File: src/rtl/gemm_pkg.sv
// rtl/gemm_pkg.sv - shared GEMM constants, BRAM2 geometry and drain FSM states
package gemm_pkg;

  localparam int DATA_WIDTH = 8;
  localparam int PE_SIZE    = 14;
  localparam int OUT_CH     = 64;

  localparam int MEM2_DEPTH      = PE_SIZE * OUT_CH;
  localparam int MEM2_DATA_WIDTH = PE_SIZE * DATA_WIDTH;
  localparam int MEM2_ADDR_WIDTH = $clog2(MEM2_DEPTH);

  typedef enum logic [1:0] {
    DRAIN_IDLE  = 2'd0,
    DRAIN_RUN   = 2'd1,
    DRAIN_FLUSH = 2'd2,
    DRAIN_DONE  = 2'd3
  } drain_state_e;

endpackage

File: src/rtl/drain_skid_fifo.sv
// rtl/drain_skid_fifo.sv - 2-entry skid FIFO with registered head output
module drain_skid_fifo #(
  parameter int WIDTH = 112
) (
  input  logic             clk,
  input  logic             rst,
  input  logic             push_i,
  input  logic [WIDTH-1:0] push_data_i,
  input  logic             pop_i,
  output logic [1:0]       count_o,
  output logic [WIDTH-1:0] head_o
);

  logic [WIDTH-1:0] head_q, head_d;
  logic [WIDTH-1:0] tail_q, tail_d;
  logic [1:0]       count_q, count_d;
  logic             pop;
  logic             push;

  // Next-state for the two slots; the head slot is always the oldest entry.
  always_comb begin
    head_d  = head_q;
    tail_d  = tail_q;
    count_d = count_q;
    pop     = pop_i && (count_q != 2'd0);
    push    = push_i && ((count_q != 2'd2) || pop);
    case ({push, pop})
      2'b10: begin
        if (count_q == 2'd0) head_d = push_data_i;
        else                 tail_d = push_data_i;
        count_d = count_q + 2'd1;
      end
      2'b01: begin
        head_d  = tail_q;
        count_d = count_q - 2'd1;
      end
      2'b11: begin
        if (count_q == 2'd1) begin
          head_d = push_data_i;
        end else begin
          head_d = tail_q;
          tail_d = push_data_i;
        end
      end
      default: ;
    endcase
  end

  // Slot and occupancy registers.
  always_ff @(posedge clk) begin
    if (rst) begin
      head_q  <= '0;
      tail_q  <= '0;
      count_q <= 2'd0;
    end else begin
      head_q  <= head_d;
      tail_q  <= tail_d;
      count_q <= count_d;
    end
  end

  assign count_o = count_q;
  assign head_o  = head_q;

endmodule

File: src/rtl/actmap_drain.sv
// rtl/actmap_drain.sv - BRAM2 activation-map drain to valid/ready stream (ACTMAP_DRAIN_RELU_EN clamps negative lanes)
module actmap_drain
  import gemm_pkg::*;
#(
  parameter int DATA_WIDTH = gemm_pkg::DATA_WIDTH,
  parameter int PE_SIZE    = gemm_pkg::PE_SIZE,
  parameter int OUT_CH     = gemm_pkg::OUT_CH,
  localparam int MEM_DEPTH      = PE_SIZE * OUT_CH,
  localparam int MEM_DATA_WIDTH = PE_SIZE * DATA_WIDTH,
  localparam int MEM_ADDR_WIDTH = $clog2(MEM_DEPTH)
) (
  input  logic                      clk,
  input  logic                      rst,
  input  logic                      drain_start_i,
  output logic                      drain_busy_o,
  output logic                      drain_done_o,
  output logic                      mem_ce0_o,
  output logic                      mem_we0_o,
  output logic [MEM_ADDR_WIDTH-1:0] mem_addr0_o,
  input  logic [MEM_DATA_WIDTH-1:0] mem_q0_i,
  output logic                      m_valid_o,
  input  logic                      m_ready_i,
  output logic [MEM_DATA_WIDTH-1:0] m_data_o,
  output logic                      m_last_o
);

  localparam logic [MEM_ADDR_WIDTH-1:0] LAST_ADDR = MEM_ADDR_WIDTH'(MEM_DEPTH - 1);
  localparam logic [MEM_ADDR_WIDTH-1:0] ONE       = MEM_ADDR_WIDTH'(1);

  drain_state_e              state_q, state_d;
  logic [MEM_ADDR_WIDTH-1:0] addr_q, addr_d;
  logic [MEM_ADDR_WIDTH-1:0] beat_q, beat_d;
  logic                      inflight_q, inflight_d;
  logic [1:0]                fifo_count;
  logic [MEM_DATA_WIDTH-1:0] fifo_head;
  logic [MEM_DATA_WIDTH-1:0] push_data;
  logic                      fifo_valid;
  logic                      pop;
  logic                      issue;
  logic [2:0]                credit_used;

  assign fifo_valid  = (fifo_count != 2'd0);
  assign pop         = fifo_valid && m_ready_i;
  // Slots already spoken for after this cycle's pop; a read is only issued
  // when the landing word is guaranteed a free slot.
  assign credit_used = 3'(fifo_count) + 3'(inflight_q) - 3'(pop);
  assign issue       = (state_q == DRAIN_RUN) && (credit_used < 3'd2);

`ifdef ACTMAP_DRAIN_RELU_EN
  // Clamp signed-negative lanes to zero before they enter the FIFO.
  always_comb begin
    push_data = mem_q0_i;
    for (int i = 0; i < PE_SIZE; i++) begin
      if (mem_q0_i[i*DATA_WIDTH + DATA_WIDTH - 1]) push_data[i*DATA_WIDTH +: DATA_WIDTH] = '0;
    end
  end
`else
  assign push_data = mem_q0_i;
`endif

  drain_skid_fifo #(
    .WIDTH (MEM_DATA_WIDTH)
  ) u_fifo (
    .clk         (clk),
    .rst         (rst),
    .push_i      (inflight_q),
    .push_data_i (push_data),
    .pop_i       (pop),
    .count_o     (fifo_count),
    .head_o      (fifo_head)
  );

  // Drain sequencing: address walk, beat counting and FSM transitions.
  always_comb begin
    state_d    = state_q;
    addr_d     = addr_q;
    beat_d     = beat_q;
    inflight_d = issue;
    if (pop) beat_d = beat_q + ONE;
    case (state_q)
      DRAIN_IDLE: begin
        if (drain_start_i) begin
          state_d = DRAIN_RUN;
          addr_d  = '0;
          beat_d  = '0;
        end
      end
      DRAIN_RUN: begin
        if (issue) begin
          if (addr_q == LAST_ADDR) state_d = DRAIN_FLUSH;
          else                     addr_d  = addr_q + ONE;
        end
      end
      DRAIN_FLUSH: begin
        if (!inflight_q && ((fifo_count == 2'd0) || ((fifo_count == 2'd1) && pop)))
          state_d = DRAIN_DONE;
      end
      DRAIN_DONE: state_d = DRAIN_IDLE;
      default:    state_d = DRAIN_IDLE;
    endcase
  end

  // Control registers; reset discards any drain in progress.
  always_ff @(posedge clk) begin
    if (rst) begin
      state_q    <= DRAIN_IDLE;
      addr_q     <= '0;
      beat_q     <= '0;
      inflight_q <= 1'b0;
    end else begin
      state_q    <= state_d;
      addr_q     <= addr_d;
      beat_q     <= beat_d;
      inflight_q <= inflight_d;
    end
  end

  assign drain_busy_o = (state_q == DRAIN_RUN) || (state_q == DRAIN_FLUSH);
  assign drain_done_o = (state_q == DRAIN_DONE);
  assign mem_ce0_o    = issue;
  assign mem_we0_o    = 1'b0;
  assign mem_addr0_o  = addr_q;
  assign m_valid_o    = fifo_valid;
  assign m_data_o     = fifo_head;
  assign m_last_o     = fifo_valid && (beat_q == LAST_ADDR);

endmodule

File: config.mk
export PLATFORM = sky130hd
export DESIGN_NAME = actmap_drain
export DESIGN_NICKNAME = d
export VERILOG_FILES = /design/src/rtl/gemm_pkg.sv /design/src/rtl/drain_skid_fifo.sv /design/src/rtl/actmap_drain.sv
export SDC_FILE = /design/constraint.sdc
export NUM_CORES = 1
export LEC_CHECK = 0
export CAP_MARGIN = 5
export CORE_UTILIZATION = 25
export DETAILED_ROUTE_END_ITERATION = 10
export PLACE_DENSITY = 0.54
export SKIP_LAST_GASP = 1
export SLEW_MARGIN = 20
export SYNTH_ARGS = -nofsm -noshare
export SYNTH_HDL_FRONTEND = slang
export SYNTH_HIERARCHICAL = 1
export SYNTH_SLANG_ARGS = --single-unit
File: constraint.sdc
create_clock -name clk -period 5.3 [get_ports clk]
set_input_delay 0.53 -clock clk [delete_from_list [all_inputs] [get_ports clk]]
set_output_delay 0.53 -clock clk [all_outputs]
set_load 0.005 [all_outputs]
==> run metrics, run 1 <==
Fin. Hold Viols=0; largest net degree at the start of global routing=141; maximum vdd drop=356 uV; fraction of registers with async set/reset=0; Worst Skew=6.63 ps; Post CTS Setup Buffer Count=0; sequential share of the synthesized area=0.490; layout cell share with drive strength beyond 1=0.0657; final hold slack=454 ps; nets@finish=1595; CTS Buf Count=30; WL/cell=15.1 microns; diode count=0; crit path cell chain=o21ai_0 > nor2_1 > o21a_1 > fa_1 > xnor2_1 > or2_2 > nor2_1 > clkdlybuf4s50_1; Yosys top cell area share=0.490; Max-slew headroom=0.356; final WL=30400 microns; share of the core filled with cells=0.350; Power Dens Cells=532 nW/um^2; FMAX=~0.27 GHz; period utilization=0.704; r2r worst-path depth=7; synth warn=6; Yosys top cell by area=dfxtp_1; initial antenna violation count=0; Levels on crit path=8; Final Max Tran Viols=0; FP Rows=73; cell area after synthesis=around 10000 sq um; CTS root buf=clkbuf_16; register area=4980 sq um; top post-synthesis cells by area=dfxtp_1 49%, nand2_1 17%, a311oi_1 8.0%, a21oi_1 5.9%, nor2_1 4.9%; Multi-input gate area=4720 sq um; Reg clk slew, reported paths=60 ps; Final Wtd Congestion=0.774; post-synthesis cell count=1284; Crit Path Category=flip-flop to output pin; Reg2Reg Setup Slack=2200 ps; Chip Height=204 microns; vias in the first global route=~9000; CTS H-tree depth=1; max-cap violations=0; Ports=244; DR pass1 iterations=5; RSZ-0062 raised after global routing=false; first-pass GRT wire length=48400 microns; CP max stage delay=520 ps; PostCTS Resize Cnt=0; WP data required=4770 ps; commonest register cell after synthesis=dfxtp_1; min Tclk post-route=approximately 3700 ps; CTS tree=done; gr usage total=0.144; leakage=4.67 nW; # fillers=4129; Post-synth top cells=465 x nand2_1, 249 x dfxtp_1, 133 x nor2_1, 120 x a21oi_1, 93 x a311oi_1; Synth cell types=49; Worst Hold Class=flip-flop to flip-flop; FF+latch count, synth=around 250; Synth Area per Inst=7.92 sq um; Clock Sinks=249; outcome=finished clean; setup TNS=0 ps; Tightest Pin Transition=just under 1000 ps; count leader, synth=nand2_1; full die area=41500 sq um; clock buffer depth=3; CP delay by family, top=compound AO/OA/AOI/OAI gates; grt ovf=0; Net Count, Synth=approximately 1400; Worst path most repeated cell=nor2_1; hold path cells=2; number of flops mapped to enable cells by yosys=0; vias=9324; Starting Density=0.255; final setup vio count=0; critical path's slowest cell=clkdlybuf4s50_1; 1st-iter DRT viols=473; Vias per Instance=~4.6; drt drc=0; IO buf count=approximately 240; Worst Path Max Fanout=9; final antenna-violating net count=0; Post-DP HPWL=18300 microns; width of the die=204 microns; area delta synth->final=37.4%; CP Buf/Inv Count=1; CP arrival=3200 ps; worst skew pair latency=560 ps; CP startpoint kind=flip-flop; core region area=39900 sq um; crit path capture type=output pin; hold_buf cts=0
area by class of cell:
class,instances,share of cell area
clock buffers,45,0.0657
clock inverters,10,0.00770
inverters,10,0.00287
multi-input cells,923,0.338
flip-flops and latches,249,0.357
well taps,525,0.0470
repair buffers,254,0.182
cells in the final DEF, fill, tap and decap left out, types with 8 or more instances in the layout:
cell / count
dfxtp_1: 249
clkbuf_16: 31
clkbuf_8: 10
nand4_1: 8
a21oi_1: 120
inv_1: 9
a311oi_1: 93
clkdlybuf4s50_1: 241
a311oi_2: 20
buf_4: 10
nand2_1: 464
ha_1: 10
o21ai_0: 9
nor2_1: 133
per-layer routing:
layer	vias up	global-route usage	wire length, microns	share of wire
met1	4383	0.184	13800	0.45
met5	-	0	0	0
met2	200	0.238	13900	0.46
met4	0	0.0379	713	0.023
li1	4693	-	-	-
met3	48	0.0384	1940	0.064
per-stage QoR:
stage | setup WS [ps] | area, sq um | instances | power [mW]
4_1_cts | 1500 | 14000 | 2015 | 7.57
3_3_place_gp | 1730 | 12900 | 1960 | 5.36
6_report | 1570 | 14000 | 2016 | 7.44
2_1_floorplan | 2790 | 10200 | 1284 | 4.08
3_5_place_dp | 1680 | 12900 | 1960 | 5.40
5_1_grt | 1300 | 14000 | 2016 | 7.94
sequential cells by signal, indices dropped and copies added (netlist names):
signal / cells
beat_q: 10
inflight_q: 1
u_fifo/head_o: 112
u_fifo/tail_q: 112
state_q: 2
mem_addr0_o: 10
u_fifo/count_o: 2
worst register-to-register path, delay by kind of cell (launching register included):
kind / cells / cell delay [ps]
compound gates: 2 / 700
simple gates: 3 / 1080
flops: 1 / 400
buf+inv: 2 / 820
power by group:
| part | switching [mW] | internal, mW | total (mW) | leakage, nW |
|---|---|---|---|---|
| registers | 0.303 | 2.36 | 2.66 | 2.02 |
| logic | 1.31 | 1.35 | 2.67 | 2.15 |
| clock network | 0.822 | 1.29 | 2.11 | 0.501 |
| total | 2.44 | 5.00 | 7.44 | 4.67 |
worst paths after layout:
path,from,end
hold reg to reg,u_fifo/tail_q[95],u_fifo/tail_q[95]
setup reg to reg,u_fifo/count_o[1],u_fifo/head_o[89]
setup / recovery,u_fifo/count_o[1],mem_ce0_o
hold / removal,u_fifo/tail_q[95],u_fifo/tail_q[95]
logic make-up (layout without fill, tap and decap cells):
group                    after synthesis  in the layout  share of synthesized area
flip-flops                           249            249                      0.490
buffers and inverters                112            319                     0.0492
multiplexers                           3              3                    0.00295
adder cells (fa/ha/maj)               11             11                     0.0143
AND/OR/NAND/NOR                      641            641                      0.248
XOR/XNOR                              13             13                     0.0112
other                                  1              1                   0.000369
AO/OA/AOI/OAI                        254            254                      0.184
Power figures use the tool's default switching activity.
==> run 2: changes to the inputs <==
==> constraint.sdc (replaced) <==
create_clock -name clk -period 3.76 [get_ports clk]
set_input_delay 0.376 -clock clk [delete_from_list [all_inputs] [get_ports clk]]
set_output_delay 0.376 -clock clk [all_outputs]
set_load 0.005 [all_outputs]
==> run 2 against run 1 <==
Die area unchanged; global-route usage is 0.12 points lower; final area is essentially flat.
==> run metrics, run 2 (synthesis results as in run 1) <==
outcome=finished clean (unchanged); IO buf count=242 (unchanged); FMAX=around 0.29 GHz; Finished Cell Area=14000 sq um (about the same); Max-slew headroom=0.397 (was 0.356); CP max stage delay=550 ps (was 520 ps); crit path cell chain=o21ai_1 > nor2_1 > o21a_1 > fa_1 > xnor2_1 > or2_2 > nor2_1 > clkdlybuf4s50_1 (was o21ai_0 > nor2_1 > o21a_1 > fa_1 > xnor2_1 > or2_2 > nor2_1 > clkdlybuf4s50_1); maximum vdd drop=341 uV (was 356 uV); vias in the first global route=8828 (was 9042); Worst path most repeated cell=nor2_1 (unchanged); 1st-iter DRT viols=444 (was 473); final WL=30400 microns (about the same); RSZ-0062 raised after global routing=false (unchanged); max-cap violations=0 (unchanged); FP Rows=73 (unchanged); WP data required=3380 ps (was 4770 ps); vias=9399 (was 9324); nets@finish=1596 (was 1595); Chip Height=204 microns (unchanged); CTS tree=done (unchanged); CTS Buf Count=29 (was 30); critical path's slowest cell=clkdlybuf4s50_1 (unchanged); clock buffer depth=3 (unchanged); CTS root buf=clkbuf_16 (unchanged); width of the die=204 microns (unchanged); Ports=244 (unchanged); CTS H-tree depth=1 (unchanged); area delta synth->final=37.5% (was 37.4%); CP delay by family, top=simple AND/OR/NAND/NOR gates (was compound AO/OA/AOI/OAI gates); CP startpoint kind=flip-flop (unchanged); WL/cell=15.1 microns (about the same); core region area=39900 sq um (unchanged); Worst Skew=5.81 ps (was 6.63 ps); Worst Path Max Fanout=9 (unchanged); min Tclk post-route=3480 ps; Reg clk slew, reported paths=60 ps (about the same); Power Dens Cells=745 nW/um^2 (was 532 nW/um^2); gr usage total=0.143 (was 0.144); period utilization=0.926; Final Wtd Congestion=0.753 (was 0.774); setup TNS=0 ps (unchanged); crit path capture type=output pin (unchanged); final antenna-violating net count=0 (unchanged); Fin. Hold Viols=0 (unchanged); commonest non-fill, non-tap cells in the layout=464 x nand2_1, 249 x dfxtp_1, 241 x clkdlybuf4s50_1, 133 x nor2_1, 120 x a21oi_1 (unchanged); Crit Path Category=flip-flop to output pin (unchanged); initial antenna violation count=1 (was 0); Post CTS Setup Buffer Count=0 (unchanged); Tightest Pin Transition=905 ps (was 967 ps); hold_buf cts=0 (unchanged); worst skew pair latency=550 ps (was 560 ps); commonest non-fill, non-tap cell in the layout=nand2_1 (unchanged); first-pass GRT wire length=47800 microns (was 48400 microns); Post-DP HPWL=18600 microns (was 18300 microns); largest net degree at the start of global routing=146 (was 141); share of the core filled with cells=0.350 (about the same); Starting Density=0.255 (unchanged); DR pass1 iterations=5 (unchanged); Clock Sinks=249 (unchanged); full die area=41500 sq um (unchanged); leakage=4.68 nW (was 4.67 nW); DP Area=13000 sq um (was 12900 sq um); Worst Hold Class=primary input to flip-flop (was flip-flop to flip-flop); final setup vio count=0 (unchanged); grt ovf=0 (unchanged); layout cell share with drive strength beyond 1=0.0664 (was 0.0657); Final Max Tran Viols=0 (unchanged); Vias per Instance=4.66 (was 4.63); CP arrival=3110 ps (was 3200 ps); CP Buf/Inv Count=1 (unchanged); drt drc=0 (unchanged)
-- run 2: changes by cell type in the layout (fill, tap and decap cells not counted), sizes merged --
| cell | before | now |
|---|---|---|
| bufinv | 2 | 3 |
| diode | 0 | 1 |
| buf | 12 | 14 |
| clkbuf | 46 | 42 |
| clkinv | 5 | 7 |
| clkinvlp | 3 | 2 |
-- run 2: worst paths after layout --
| path | start | to | slack (ps) | cells past startpoint |
|---|---|---|---|---|
| max | u_fifo/count_o[1] | mem_ce0_o | 280 | 8 |
| min | rst | u_fifo/tail_q[3] | 400 | 2 |
| max reg2reg | u_fifo/count_o[1] | mem_addr0_o[5] | 940 | 9 |
| min reg2reg | u_fifo/tail_q[61] | u_fifo/tail_q[61] | 450 | 2 |
-- run 2: metal layers --
layer  GRT usage  vias up  part of all wire
met3      0.0419       44             0.073
met1       0.177     4431              0.43
li1            -     4703                 -
met2       0.238      221              0.47
met5           0        -                 0
met4      0.0395        0             0.023
-- run 2: repair_timing --
action / 4_1_cts / 5_1_grt
endpoints found under the hold margin: 0 / 0
setup endpoints to repair: 0 / 1
gates resized for setup: 0 / 1
-- run 2: power by group --
group	switching [mW]	internal, mW	total [mW]
sequential	0.419	3.33	3.75
clock	1.13	1.77	2.90
combinational	1.85	1.91	3.77
-- run 2: area by class of cell --
type	count	area, sq um
diodes	1	2.50
repair buffers	256	2580
clock inverters	12	140
fillers	4137	25900
flip-flops and latches	249	4980
well taps	525	657
multi-input cells	923	4720
inverters	10	40.0
clock buffers	41	851
-- run 2: per-stage QoR --
step	total power [mW]	std cells	worst slack (ps)	hold WS [ps]
3_5_place_dp	7.62	1963	488	447
3_3_place_gp	7.57	1963	477	441
2_1_floorplan	5.75	1284	1250	437
4_1_cts	10.6	2016	140	368
6_report	10.4	2017	277	396
5_1_grt	11.2	2017	55.6	378
==> run 3: changes to the inputs <==
--- a/config.mk
+++ b/config.mk
@@ -7,6 +7,7 @@
 export LEC_CHECK = 0
 export CAP_MARGIN = 5
 export CORE_UTILIZATION = 25
+export CTS_BUF_LIST = sky130_fd_sc_hd__clkbuf_8
 export DETAILED_ROUTE_END_ITERATION = 10
 export PLACE_DENSITY = 0.54
 export SKIP_LAST_GASP = 1
==> run 3 against run 2 <==
Sequential share of layout area about the same; clock-buffer cell count is 23 higher; register-to-register slack better by 70 ps; die area is the same; non-clock buffer count unchanged; sequential power barely moved; final area hardly changed; global-route usage increased by 0.49 points; clock power decreased by 3%; cell count up 1.3%; clock skew up 7.6 ps; largest cell class unchanged; highest routed layer unchanged.
==> run metrics, run 3 (synthesis results as in run 1) <==
hold path cells=2 (unchanged); worst hold start=rst (unchanged); IO buf count=242 (unchanged); Post CTS Setup Buffer Count=0 (unchanged); maximum vdd drop=344 uV (was 341 uV); RSZ-0062 raised after global routing=false (unchanged); area delta synth->final=37.6% (was 37.5%); fin worst setup slack=290 ps (was 277 ps); CP delay by family, top=simple AND/OR/NAND/NOR gates (unchanged); CP Buf/Inv Count=1 (unchanged); largest net degree at the start of global routing=146 (unchanged); period utilization=0.923 (was 0.926); Pwr Total=10.3 mW (was 10.4 mW); Vias per Instance=4.65 (was 4.66); FF-to-FF Start=u_fifo/count_o[1] (unchanged); full die area=41500 sq um (unchanged); 1st-iter DRT viols=462 (was 444); CP arrival=3090 ps (was 3110 ps); gr usage total=0.148 (was 0.143); r2r worst-path depth=9 (unchanged); WP data required=3380 ps (about the same); CP max stage delay=550 ps (about the same); Setup WS pre-CTS=488 ps (unchanged); final setup vio count=0 (unchanged); Worst path most repeated cell=nor2_1 (unchanged); CTS Buf Count=46 (was 29); max-cap violations=0 (unchanged); Worst Path Max Fanout=9 (unchanged); outcome=finished clean (unchanged); final WL=30900 microns (was 30400 microns); Power Dens Cells=737 nW/um^2 (was 745 nW/um^2); vias=9493 (was 9399); crit path capture type=output pin (unchanged); critical path's slowest cell=clkdlybuf4s50_1 (unchanged); Worst Hold Class=primary input to flip-flop (unchanged); FP Rows=73 (unchanged); Worst Skew=13.4 ps (was 5.81 ps); initial antenna violation count=1 (unchanged); CTS tree=done (unchanged); Ports=244 (unchanged); CTS H-tree depth=2 (was 1); Tightest Pin Transition=863 ps (was 905 ps); commonest non-fill, non-tap cells in the layout=464 x nand2_1, 249 x dfxtp_1, 241 x clkdlybuf4s50_1, 133 x nor2_1, 120 x a21oi_1 (unchanged); setup TNS=0 ps (unchanged); hold endpoint=u_fifo/tail_q[5] (was u_fifo/tail_q[3]); layout cell share with drive strength beyond 1=0.0784 (was 0.0664); worst skew pair latency=590 ps (was 550 ps); grt ovf=0 (unchanged); Chip Height=204 microns (unchanged); WL/cell=15.1 microns (about the same); min Tclk post-route=3470 ps (was 3480 ps); nets@finish=1613 (was 1596); first-pass GRT wire length=48700 microns (was 47800 microns); commonest non-fill, non-tap cell in the layout=nand2_1 (unchanged); crit path cell chain=o21ai_2 > nor2_1 > o21a_1 > fa_1 > xnor2_1 > or2_2 > nor2_1 > clkdlybuf4s50_1 (was o21ai_1 > nor2_1 > o21a_1 > fa_1 > xnor2_1 > or2_2 > nor2_1 > clkdlybuf4s50_1); PostCTS Resize Cnt=0 (unchanged); Reg clk slew, reported paths=60 ps (about the same); CP startpoint kind=flip-flop (unchanged); DR pass1 iterations=5 (unchanged); Post-DP HPWL=18600 microns (unchanged); Reg2Reg Setup Slack=1010 ps (was 940 ps); CTS root buf=clkbuf_8 (was clkbuf_16); width of the die=204 microns (unchanged); core region area=39900 sq um (unchanged); hold_buf cts=0 (unchanged); FMAX=0.288 GHz (was 0.287 GHz); FF-to-FF End=mem_addr0_o[5] (unchanged); Final Wtd Congestion=0.753 (unchanged); Fin. Hold Viols=0 (unchanged); drt drc=0 (unchanged); leakage=4.74 nW (was 4.68 nW); clock buffer depth=3 (unchanged); final hold slack=348 ps (was 396 ps); vias in the first global route=8997 (was 8828); Final Max Tran Viols=0 (unchanged); final antenna-violating net count=0 (unchanged); Max-slew headroom=0.425 (was 0.397); Starting Density=0.255 (unchanged); Crit Path Category=flip-flop to output pin (unchanged); Clock Sinks=249 (unchanged)
## run 3: worst max-delay path by stage
stage	from	slack (ps)	endpoint	cells past startpoint
floorplan	u_fifo/count_o[1]	1250	mem_addr0_o[3]	10
global route	u_fifo/count_o[1]	90	mem_ce0_o	8
global placement	m_ready_i	480	mem_ce0_o	9
finish	u_fifo/count_o[1]	290	mem_ce0_o	8
detailed placement	m_ready_i	490	mem_ce0_o	9
CTS	u_fifo/count_o[1]	60	mem_ce0_o	8
## run 3: metrics by stage
stage / area, sq um / util / std cells
after global placement: 13000 / 0.325 / 1963
after global routing: 14000 / 0.350 / 2043
after CTS: 14000 / 0.350 / 2042
after floorplan: 10200 / - / 1284
after detailed placement: 13000 / 0.325 / 1963
final: 14000 / 0.350 / 2043
## run 3: cell type report
cell class	instances	area (sq um)
clock inverters	15	114
inverters	10	40.0
fillers	4179	25900
multi-input cells	923	4730
well taps	525	657
flip-flops and latches	249	4980
repair buffers	256	2580
clock buffers	64	881
diodes	1	2.50
## run 3: worst register-to-register path: stages (launching register included)
cell,delay [ps]
dfxtp_1,400
o21ai_2,210
nor2_1,80
o21a_1,210
fa_1,370
xnor2_1,190
o31ai_4,270
nand3_2,270
or4_1,520
a21oi_1,140
## run 3: report_power, final
part / internal, mW / switching (mW) / leakage, nW
clock: 1.63 / 1.16 / 0.551
sequential: 3.33 / 0.425 / 2.02
combinational: 1.91 / 1.84 / 2.17
total: 6.88 / 3.43 / 4.74
## run 3: layer usage
| layer | GRT usage | wire length (microns) | vias to the layer above |
|---|---|---|---|
| li1 | - | - | 4733 |
| met1 | 0.177 | 13100 | 4467 |
| met2 | 0.240 | 14600 | 234 |
| met3 | 0.0462 | 2330 | 59 |
| met4 | 0.0677 | 902 | 0 |
| met5 | 0 | 0 | - |
